`src/rtl/bcd_pkg.sv`:
```
// Shared BCD constants and helpers for the multi-digit BCD counter.
package bcd_pkg;

    localparam logic [3:0] BCD_MAX = 4'd9;
    localparam logic [3:0] BCD_MIN = 4'd0;

    // Upper bound on digit count that all_digits_eq can inspect.
    localparam int unsigned MAX_DIGITS = 16;

    function automatic logic is_bcd(input logic [3:0] nibble);
        return nibble <= BCD_MAX;
    endfunction

    function automatic logic all_digits_eq(input logic [4*MAX_DIGITS-1:0] vec,
                                           input logic [3:0]              val,
                                           input int unsigned             n);
        logic r;
        r = 1'b1;
        for (int unsigned i = 0; i < MAX_DIGITS; i++) begin
            if (i < n && vec[4*i +: 4] != val) begin
                r = 1'b0;
            end
        end
        return r;
    endfunction

endpackage

```
`src/rtl/bcd_counter_ndigit_if.sv`:
```
// Control/data bundle between a BCD counter and whatever drives it.
interface bcd_counter_ndigit_if #(
    parameter int unsigned DIGITS = 4
);
    logic                  en;
    logic                  up;
    logic                  load;
    logic [4*DIGITS-1:0]   load_val;
    logic [4*DIGITS-1:0]   count;
    logic                  carry;
    logic                  load_err;

    modport master (
        output en, up, load, load_val,
        input  count, carry, load_err
    );

    modport slave (
        input  en, up, load, load_val,
        output count, carry, load_err
    );
endinterface

```
`src/rtl/bcd_digit_cell.sv`:
```
// One BCD digit register: loads, or steps up/down with 9<->0 rollover.
module bcd_digit_cell
    import bcd_pkg::*;
(
    input  logic       clk_i,
    input  logic       rst_i,
    input  logic       step_i,
    input  logic       up_i,
    input  logic       load_i,
    input  logic [3:0] load_nib_i,
    output logic [3:0] digit_o,
    output logic       at_term_o
);

    logic [3:0] digit_q, digit_d;

    always_comb begin
        digit_d = digit_q;
        if (load_i) begin
            digit_d = load_nib_i;
        end else if (step_i) begin
            if (up_i) begin
                digit_d = (digit_q == BCD_MAX) ? BCD_MIN : digit_q + 4'd1;
            end else begin
                digit_d = (digit_q == BCD_MIN) ? BCD_MAX : digit_q - 4'd1;
            end
        end
    end

    always_ff @(posedge clk_i) begin
        if (rst_i) begin
            digit_q <= BCD_MIN;
        end else begin
            digit_q <= digit_d;
        end
    end

    assign digit_o   = digit_q;
    assign at_term_o = up_i ? (digit_q == BCD_MAX) : (digit_q == BCD_MIN);

endmodule

```
`src/rtl/bcd_counter_ndigit.sv`:
```
// N-digit up/down BCD counter with parallel load, wrap/saturate and terminal-count pulse.
module bcd_counter_ndigit
    import bcd_pkg::*;
#(
    parameter int unsigned DIGITS = 4,
    parameter bit          WRAP   = 1'b1
) (
    input  logic                 clk_i,
    input  logic                 rst_i,
    bcd_counter_ndigit_if.slave  bus
);

    logic [DIGITS-1:0]       at_term;
    logic [DIGITS-1:0]       step_in;
    logic [4*DIGITS-1:0]     count_w;
    logic [4*MAX_DIGITS-1:0] count_ext;
    logic                    load_valid;
    logic                    load_ok;
    logic                    all_term;
    logic                    step_en;
    logic                    carry_q, carry_d;
    logic                    load_err_q, load_err_d;

    always_comb begin
        load_valid = 1'b1;
        for (int k = 0; k < DIGITS; k++) begin
            if (!is_bcd(bus.load_val[4*k +: 4])) begin
                load_valid = 1'b0;
            end
        end
    end

    assign load_ok = bus.load & load_valid;

    always_comb begin
        count_ext                 = '0;
        count_ext[4*DIGITS-1:0]   = count_w;
        all_term = all_digits_eq(count_ext, bus.up ? BCD_MAX : BCD_MIN, DIGITS);
    end

    // Saturating mode suppresses the step entirely once every digit sits at the terminal value.
    assign step_en = bus.en & ~bus.load & (WRAP | ~all_term);

    always_comb begin
        logic prefix;
        prefix = 1'b1;
        for (int k = 0; k < DIGITS; k++) begin
            step_in[k] = step_en & prefix;
            prefix     = prefix & at_term[k];
        end
    end

    for (genvar k = 0; k < DIGITS; k++) begin : g_digit
        bcd_digit_cell u_cell (
            .clk_i      (clk_i),
            .rst_i      (rst_i),
            .step_i     (step_in[k]),
            .up_i       (bus.up),
            .load_i     (load_ok),
            .load_nib_i (bus.load_val[4*k +: 4]),
            .digit_o    (count_w[4*k +: 4]),
            .at_term_o  (at_term[k])
        );
    end

    assign carry_d    = bus.en & ~bus.load & all_term;
    assign load_err_d = bus.load & ~load_valid;

    always_ff @(posedge clk_i) begin
        if (rst_i) begin
            carry_q    <= 1'b0;
            load_err_q <= 1'b0;
        end else begin
            carry_q    <= carry_d;
            load_err_q <= load_err_d;
        end
    end

    assign bus.count    = count_w;
    assign bus.carry    = carry_q;
    assign bus.load_err = load_err_q;

endmodule

```
`src/flat_wrapper.sv`:
```
// flat-port wrapper written by rule: the top's interface ports become plain ports
module bcd_counter_ndigit_flat import bcd_pkg::*;
#(
    parameter int unsigned DIGITS = 4,
    parameter bit          WRAP   = 1'b1
)
  (clk_i, rst_i, bus_en, bus_up, bus_load, bus_load_val, bus_count, bus_carry, bus_load_err);
  bcd_counter_ndigit_if #(.DIGITS(DIGITS)) bus_i ();
  input  logic clk_i;
  input  logic rst_i;
  input wire logic [$bits(bus_i.en)-1:0] bus_en;
  input wire logic [$bits(bus_i.up)-1:0] bus_up;
  input wire logic [$bits(bus_i.load)-1:0] bus_load;
  input wire logic [$bits(bus_i.load_val)-1:0] bus_load_val;
  output wire logic [$bits(bus_i.count)-1:0] bus_count;
  output wire logic [$bits(bus_i.carry)-1:0] bus_carry;
  output wire logic [$bits(bus_i.load_err)-1:0] bus_load_err;
  assign bus_i.en = bus_en;
  assign bus_i.up = bus_up;
  assign bus_i.load = bus_load;
  assign bus_i.load_val = bus_load_val;
  assign bus_count = bus_i.count;
  assign bus_carry = bus_i.carry;
  assign bus_load_err = bus_i.load_err;
  bcd_counter_ndigit #(.DIGITS(DIGITS), .WRAP(WRAP)) u_core (.clk_i(clk_i), .rst_i(rst_i), .bus(bus_i));
endmodule
```
`config.mk`:
```
export PLATFORM = sky130hd
export DESIGN_NAME = bcd_counter_ndigit_flat
export DESIGN_NICKNAME = d
export VERILOG_FILES = /design/src/rtl/bcd_pkg.sv /design/src/rtl/bcd_counter_ndigit_if.sv /design/src/rtl/bcd_digit_cell.sv /design/src/rtl/bcd_counter_ndigit.sv /design/src/flat_wrapper.sv
export SDC_FILE = /design/constraint.sdc
export NUM_CORES = 1
export LEC_CHECK = 0
export ABC_AREA = 1
export ABC_CLOCK_PERIOD_IN_PS = 2100
export CAP_MARGIN = 20
export CORE_UTILIZATION = 50
export DETAILED_ROUTE_END_ITERATION = 10
export DONT_BUFFER_PORTS = 1
export SYNTH_ARGS = -nofsm -noshare
export SYNTH_HDL_FRONTEND = slang
export SYNTH_SLANG_ARGS = --single-unit
```
`constraint.sdc`:
```
create_clock -name clk_i -period 2.1 [get_ports clk_i]
set_input_delay 0.21 -clock clk_i [delete_from_list [all_inputs] [get_ports clk_i]]
set_output_delay 0.21 -clock clk_i [all_outputs]
set_load 0.005 [all_outputs]
```
== Word level (Yosys, flattened, before mapping) ==
Cells that the tools add are included.
Operators by class
  $add $sub $neg: 8
  multipliers: 0
  divide/modulo/power cells: 0
  magnitude comparators: 4
  equal/unequal tests: 8
  shift operators: 0
  multiplexer cells: 32
  bitwise operators: 11
  reductions and logical operators: 8
Operators with widths (count)
  $mux 4: 21
  $add 4x1->4 const B: 4
  $eq 4x4->1 const B: 4
  $le 4x4->1 const B: 4
  $logic_not 4->1: 4
  $ne 4x4->1: 4
  $sub 4x1->4 const B: 4
  $mux 1: 11
  $and 1x1->1: 9
  $reduce_bool 2->1: 4
  $not 1->1: 2
Storage, ports and cells
  flip-flop bits (word level): 18
  latch bits: 0
  bits in writable memories: 0
  ROM bits: 0
  output and inout port bits: 18
  logic and storage cells: 77
  memories: 0

== Longest topological paths before layout ==
  depth after elaboration: 7
  depth in mapped cells: 11

== Modules after synthesis ==
From an unflattened synthesis, not the netlist that was laid out.
Unflattened totals
  cell total of the unflattened synthesis: 282
  area, all modules: 1579.0 um^2
Modules (own cells, without submodules)
  bcd_digit_cell: instances 4, cells an instance 57, area each 326.6 um^2, sequential area each 80.1 um^2
  bcd_counter_ndigit: instances 1, cells an instance 54, area each 272.8 um^2, sequential area each 40.0 um^2

== Worst setup path before layout ==
OpenSTA, ideal clock, no wires.
  kind: register to register
  from: register u_core.g_digit[0].u_cell.digit_q[2]
  to: register u_core.g_digit[3].u_cell.digit_q[0]
  data arrival time: 1.193 ns
  data required time: 1.987 ns
  setup slack: 0.794 ns
  stages on the path, launching flop included: 10
  path buffers: 1
  clock period less this slack: 1.306 ns
  path through: dfxtp_1 buf_2 nor2_1 nand2_2 a21oi_2 nand3_2 nand2_2 nand2_2 nor2_1 nor2_1
Between the ends
  word-level cells in the longest chain between the ends: 6
  elaborated cells between the ends (all ways): 7
RTL lines
  from (decl): line bcd_digit_cell.sv:15  | logic [3:0] digit_q, digit_d;
  from (signal assigned): line bcd_digit_cell.sv:34  | digit_q <= digit_d;
  $eq 4x4->1 or $logic_not 4->1 (tied branches): line bcd_digit_cell.sv:39  | assign at_term_o = up_i ? (digit_q == BCD_MAX) : (digit_q == BCD_MIN);
  $mux 1 *: line bcd_digit_cell.sv:39
  $and 1x1->1 * (2 in series): line bcd_counter_ndigit.sv:49  | prefix = prefix & at_term[k];
  $and 1x1->1 *: line bcd_counter_ndigit.sv:48  | step_in[k] = step_en & prefix;
  $reduce_bool 2->1 (no line) *
  to (signal assigned): line bcd_digit_cell.sv:34
  to (decl): line bcd_digit_cell.sv:15
Every way passes the cells marked *; elsewhere a longest branch is shown, timed or not.
A chain may end at the register's enable or synchronous reset.

== Worst setup path in the final report ==
  from: register u_core.g_digit[1].u_cell.digit_q[0]
  to: register u_core.g_digit[3].u_cell.digit_q[2]
Between the ends
  word-level cells in the longest chain between the ends: 6
  elaborated cells between the ends (all ways): 7
RTL lines (line)
  from (decl): bcd_digit_cell.sv:15
  from (signal assigned): bcd_digit_cell.sv:34
  $eq 4x4->1 or $logic_not 4->1 (tied branches): bcd_digit_cell.sv:39
  $mux 1 *: bcd_digit_cell.sv:39
  $and 1x1->1 * (2 in series): bcd_counter_ndigit.sv:49
  $and 1x1->1 *: bcd_counter_ndigit.sv:48
  $reduce_bool 2->1 (no line) *
Marked as above.

==> impl_metrics.yaml <==
detailed_routing:
  totalWireLength_mm: 4.519
  wl_per_cell_um: 13.10
  final_antenna_net_count: 0
  dr_wl_met3_um: 295
  wl_met1_mm: 2.130
  vias: 1880
  first_pass_iters: 4
  via_per_inst: 5.449
  drt_iter0_markers: 121
  top_layer: "met4"
  wl_met2_mm: 2.019
  drc: 0
clock_network:
  htree_num_levels: 1
  clock_sinks: 18
  cts.repair.resized: 0
  cts-root-buf: "clkbuf_4"
  cts_buffers: 3
  cts_setup_buffers: 0
  clockBufferDepth: 2
  cts_tree: "done"
  insertion_delay_ns: 0.32
  clk_pin_slew_ns: 0.12
setup_path:
  start_kind: "register"
  arrival_ns: 1.81
  cpPeakStageDelay_ns: 0.47
  required_ns: 2.32
  endpoint_kind: "register"
  cp_max_fo: 5
  crit_path_cell_trace: "inv_2, nor2_1, nand3_2, nand2_2, nand3_2, nand2_2, nand2_2, nor2_1, nor2_1"
  criticalPathCategory: "register to register"
  cp_slowest_cell: "dfxtp_1"
placement:
  dp.cells: 341
  placed_area_sq_um: 1675
  place_ws_ns: 0.5542
  place_congestion: 0.7977
  io_buffers: 0
  dpl.hpwl_mm: 3.339
grt:
  grt_max_degree: 24
  grt_usage_pct: 28.24
  grt_pass1_vias: 1725
  grt_pass1_wl_mm: 7.617
  grt_overflow_total: 0
  antenna_found_initial: 0
layout:
  instances_no_fill: 345
  fill_cells: 364
  finish.instance_area_sq_um: 1708
  seq_area_sq_um: 360.3
  drive_gt1_share_pct: 9.635
  multi_input_area_sq_um: 1140
  antennaDiodeCount: 0
  area_growth_pct: 1.261
  fin_util_pct: 54.60
  fin_nets: 324
yosys:
  syn-num-nets: 326
  postSynthAreaPerCell_sq_um: 5.530
  synth-seq-cells: 18
  synth_edf_count: 0
  postSynthCellCount: 305
  ys_types: 29
  yosys_warnings: 0
  synth_flop_cell: "dfxtp_1"
  async_flop_share_pct: 0
  syn_area_sq_um: 1687
  ys_seq_area_share_pct: 21.36
sta:
  worstMarginPinSlew_ns: 0.4105
  fin_tns_setup_ns: 0
  period_share_pct: 75.95
  skew_ns: 0.006302
  max_freq_mhz: 627.0
  hold_violations: 0
  period_needed_ns: 1.595
  slew_violations: 0
  fin_ws_ns: 0.5051
  maxSlewHeadroom_pct: 72.59
  rsz0062_at_grt: "false"
  holdWs_ns: 0.006346
  finalSetupViolations: 0
floorplanning:
  start_util_pct: 53.92
  placementRows: 20
  dieArea_sq_um: 3610
  die_w_um: 60.08
  core_sq_um: 3128
  die_h_um: 60.08
  ios: 39
flow_run:
  drv_cap: 0
worst_hold_path:
  hp-class: "primary input to register"
status:
  status: "completed"
pwr:
  finalPower_mw: 0.8906
  p_leak_nw: 0.8998
  p_per_area_nw_per_um2: 521.5
  ir_drop_mv: 0.3470
## flip-flops by register name, indices dropped and copies added, names as in the netlist
signal	flops
u_core.g_digit.u_cell.digit_o	16
u_core.bus.carry	1
u_core.bus.load_err	1
## final timing paths
path | cells past startpoint | from | slack [ns] | endpoint
setup / recovery | 9 | u_core.g_digit[1].u_cell.digit_o[0] | 0.51 | u_core.g_digit[3].u_cell.digit_o[2]
hold / removal | 2 | bus_load | 0.006 | u_core.bus.load_err
setup reg to reg | 9 | u_core.g_digit[1].u_cell.digit_o[0] | 0.51 | u_core.g_digit[3].u_cell.digit_o[2]
hold reg to reg | 2 | u_core.g_digit[2].u_cell.digit_o[1] | 0.62 | u_core.g_digit[2].u_cell.digit_o[1]
## critical path: cells and delay by family (launching register included)
| kind | cells | cell delay, ns |
|---|---|---|
| and+or+nand+nor | 8 | 0.94 |
| DFF | 1 | 0.47 |
| buffers and inverters | 1 | 0.08 |
## cells in the mapped netlist, types with 2 or more instances
| cell type | number | area (sq um) |
|---|---|---|
| a21oi_1 | 6 | 30.03 |
| nor3_1 | 6 | 30.03 |
| nor2_2 | 3 | 18.77 |
| nand3_1 | 38 | 190.2 |
| o21ai_0 | 6 | 30.03 |
| nor4_1 | 2 | 12.51 |
| o21ai_1 | 5 | 25.02 |
| nand2_4 | 2 | 22.52 |
| dfxtp_1 | 18 | 360.4 |
| clkinv_1 | 2 | 7.510 |
| buf_2 | 2 | 10.01 |
| inv_2 | 7 | 26.28 |
| inv_1 | 23 | 86.33 |
| o211ai_1 | 2 | 15.01 |
| nand2_2 | 8 | 50.05 |
| nor2_1 | 45 | 168.9 |
| nand2_1 | 109 | 409.1 |
| buf_6 | 4 | 45.04 |
| nand4_1 | 6 | 37.54 |
| nand3_2 | 2 | 20.02 |
## area by class of cell
| class | instances | share of cell area, % |
|---|---|---|
| repair buffers | 1 | 0.5861 |
| well taps | 44 | 3.223 |
| inverters | 32 | 7.033 |
| clock buffers | 3 | 1.319 |
| flip-flops and latches | 18 | 21.10 |
| multi-input cells | 247 | 66.74 |
## layer usage
layer	global-route usage [%]	up-vias
met4	9.302	0
met3	3.896	7
met5	0	-
li1	-	971
met1	38.28	816
met2	45.71	86
## repair_timing
item	CTS	global route
hold buffers	1	0
hold endpoints to repair	7	0
endpoints found under the setup margin	0	0
## power breakdown
group / switching, mW / total [mW] / leakage, nW / internal [mW]
clock network: 0.126 / 0.194 / 0.0138 / 0.0673
logic: 0.187 / 0.288 / 0.739 / 0.101
registers: 0.0450 / 0.409 / 0.147 / 0.364
## cells by family after synthesis
family                 synth area share (%)
XOR/XNOR                             0.5194
AO/OA/AOI/OAI                         6.454
flip-flops                            21.37
buffers and inverters                 11.05
AND/OR/NAND/NOR                       60.61
## placed cells by master (no fill, tap or decap)
cell type	n
nor2b_1	1
nand3_1	38
nor2_1	45
dfxtp_1	18
a21oi_2	1
nor2_4	1
nand3b_1	1
xor2_1	1
a21oi_1	6
clkinv_1	2
o21ai_1	5
o211ai_1	2
nand3_2	2
nor4_1	2
nor3_1	6
nand2_2	8
nor2_2	3
o21ai_0	6
nand2_4	2
nand2_1	109
nand3_4	1
nor2_8	1
nand4_1	6
dlygate4sd3_1	1
clkbuf_4	3
inv_2	7
inv_1	23
Note: power is estimated with default switching activity, not from simulation.
==> edit (same settings) <==
`DIGITS` is set to 4 in 3 places; all go to 5.
--- a/src/rtl/bcd_counter_ndigit_if.sv
+++ b/src/rtl/bcd_counter_ndigit_if.sv
@@ -2,3 +2,3 @@
 interface bcd_counter_ndigit_if #(
-    parameter int unsigned DIGITS = 4
+    parameter int unsigned DIGITS = 5
 );
--- a/src/rtl/bcd_counter_ndigit.sv
+++ b/src/rtl/bcd_counter_ndigit.sv
@@ -4,3 +4,3 @@
 #(
-    parameter int unsigned DIGITS = 4,
+    parameter int unsigned DIGITS = 5,
     parameter bit          WRAP   = 1'b1
--- a/src/flat_wrapper.sv
+++ b/src/flat_wrapper.sv
@@ -3,3 +3,3 @@
 #(
-    parameter int unsigned DIGITS = 4,
+    parameter int unsigned DIGITS = 5,
     parameter bit          WRAP   = 1'b1
Interface: changed (resized bus_count and bus_load_val); port bits go from 39 to 47. The function was not compared with the original's and may differ.
==> edit against the original RTL <==
Cell count is 19% higher; via count rose by 21%; wire length rose by 27%; synthesized cell count grew 21%; area after synthesis rose by 26%; power grew 21%; die area grew 25%; worst setup slack worse by 34 ps; sequential cell count is 4 higher; count of clock-buffer cells in the layout unchanged; final area grew 28%; clock power grew 42%; critical path type unchanged; largest cell class unchanged.
==> edit: results (changes against the original RTL) <==
- Slowest stage delay, CP: 550 ps (+80 ps)
- R2R Path Start: u_core.g_digit[2].u_cell.digit_o[3]
- First-pass GRT wire length: 9.54 mm (+25%)
- Outcome: completed
- Layout cells sized above 1: 0.119 (+0.0224)
- Worst VDD drop: 0.000247 V (-29%)
- Total area of sequential cells: 440 sq um (+22%)
- Register area share after synthesis: 0.207 (-0.00696)
- Leading post-synthesis cells by cell area: dfxtp_1, nand2_1, nor2_1
- Non-clk invs: 36 (+13%)
- Comb pwr share: 0.288 (-0.035)
- Switch Pwr: 0.394 mW (+10%)
- Rel. slew slack: 0.716 (-0.0103)
- Distinct cell type count after synthesis: 32 (+10%)
- Post-layout min period: 1630 ps (+33.9 ps)
- Met2 routed WL: 2.57 mm (+27%)
- GRT met2 Usage: 0.446 (-0.0109)
- Leakage power: 1.05 nW (+17%)
- ClkCell Share: 0.0189 (+0.00572)
- Buffers excl. clock: 5 (+4)
- Core area: 0.00406 sq mm (+30%)
- Detailed router's first-iteration violation count: 221 (+83%)
- Fillers: 431 (+18%)
- Clock transition at path regs: 80 ps (-40 ps)
- Vias post-DR: 2281 (+21%)
- Layout net count: 393 (+21%)
- Routed length per instance: 13.9 um (+6.5%)
## edit: cell count changes in the layout (fill, tap and decap cells not counted), moves of 4 or more
cell	change
nand3_1	-7
nor2_2	+10
o21ai_0	+18
ha_1	+4
inv_1	+6
dfxtp_1	+4
a21oi_1	+9
nand4_1	+6
## edit: cell families (layout without fill, tap and decap cells)
family | count (synthesis) | in the layout | share of synthesized area
compound gates | 52 | 52 | 0.130
xor+xnor | 2 | 2 | 0.00822
fa+ha+maj | 4 | 4 | 0.0235
buf+inv | 51 | 44 | 0.108
flops | 22 | 22 | 0.207
simple gates | 238 | 238 | 0.524
## edit: worst min path at each step
stage / endpoint / slack, ps
floorplan: u_core.g_digit[1].u_cell.digit_o[1] / 390
global placement: u_core.g_digit[0].u_cell.digit_o[2] / 280
detailed placement: u_core.g_digit[0].u_cell.digit_o[2] / 280
CTS: u_core.g_digit[3].u_cell.digit_o[2] / 2
global route: u_core.bus.load_err / 70
finish: u_core.bus.load_err / 70
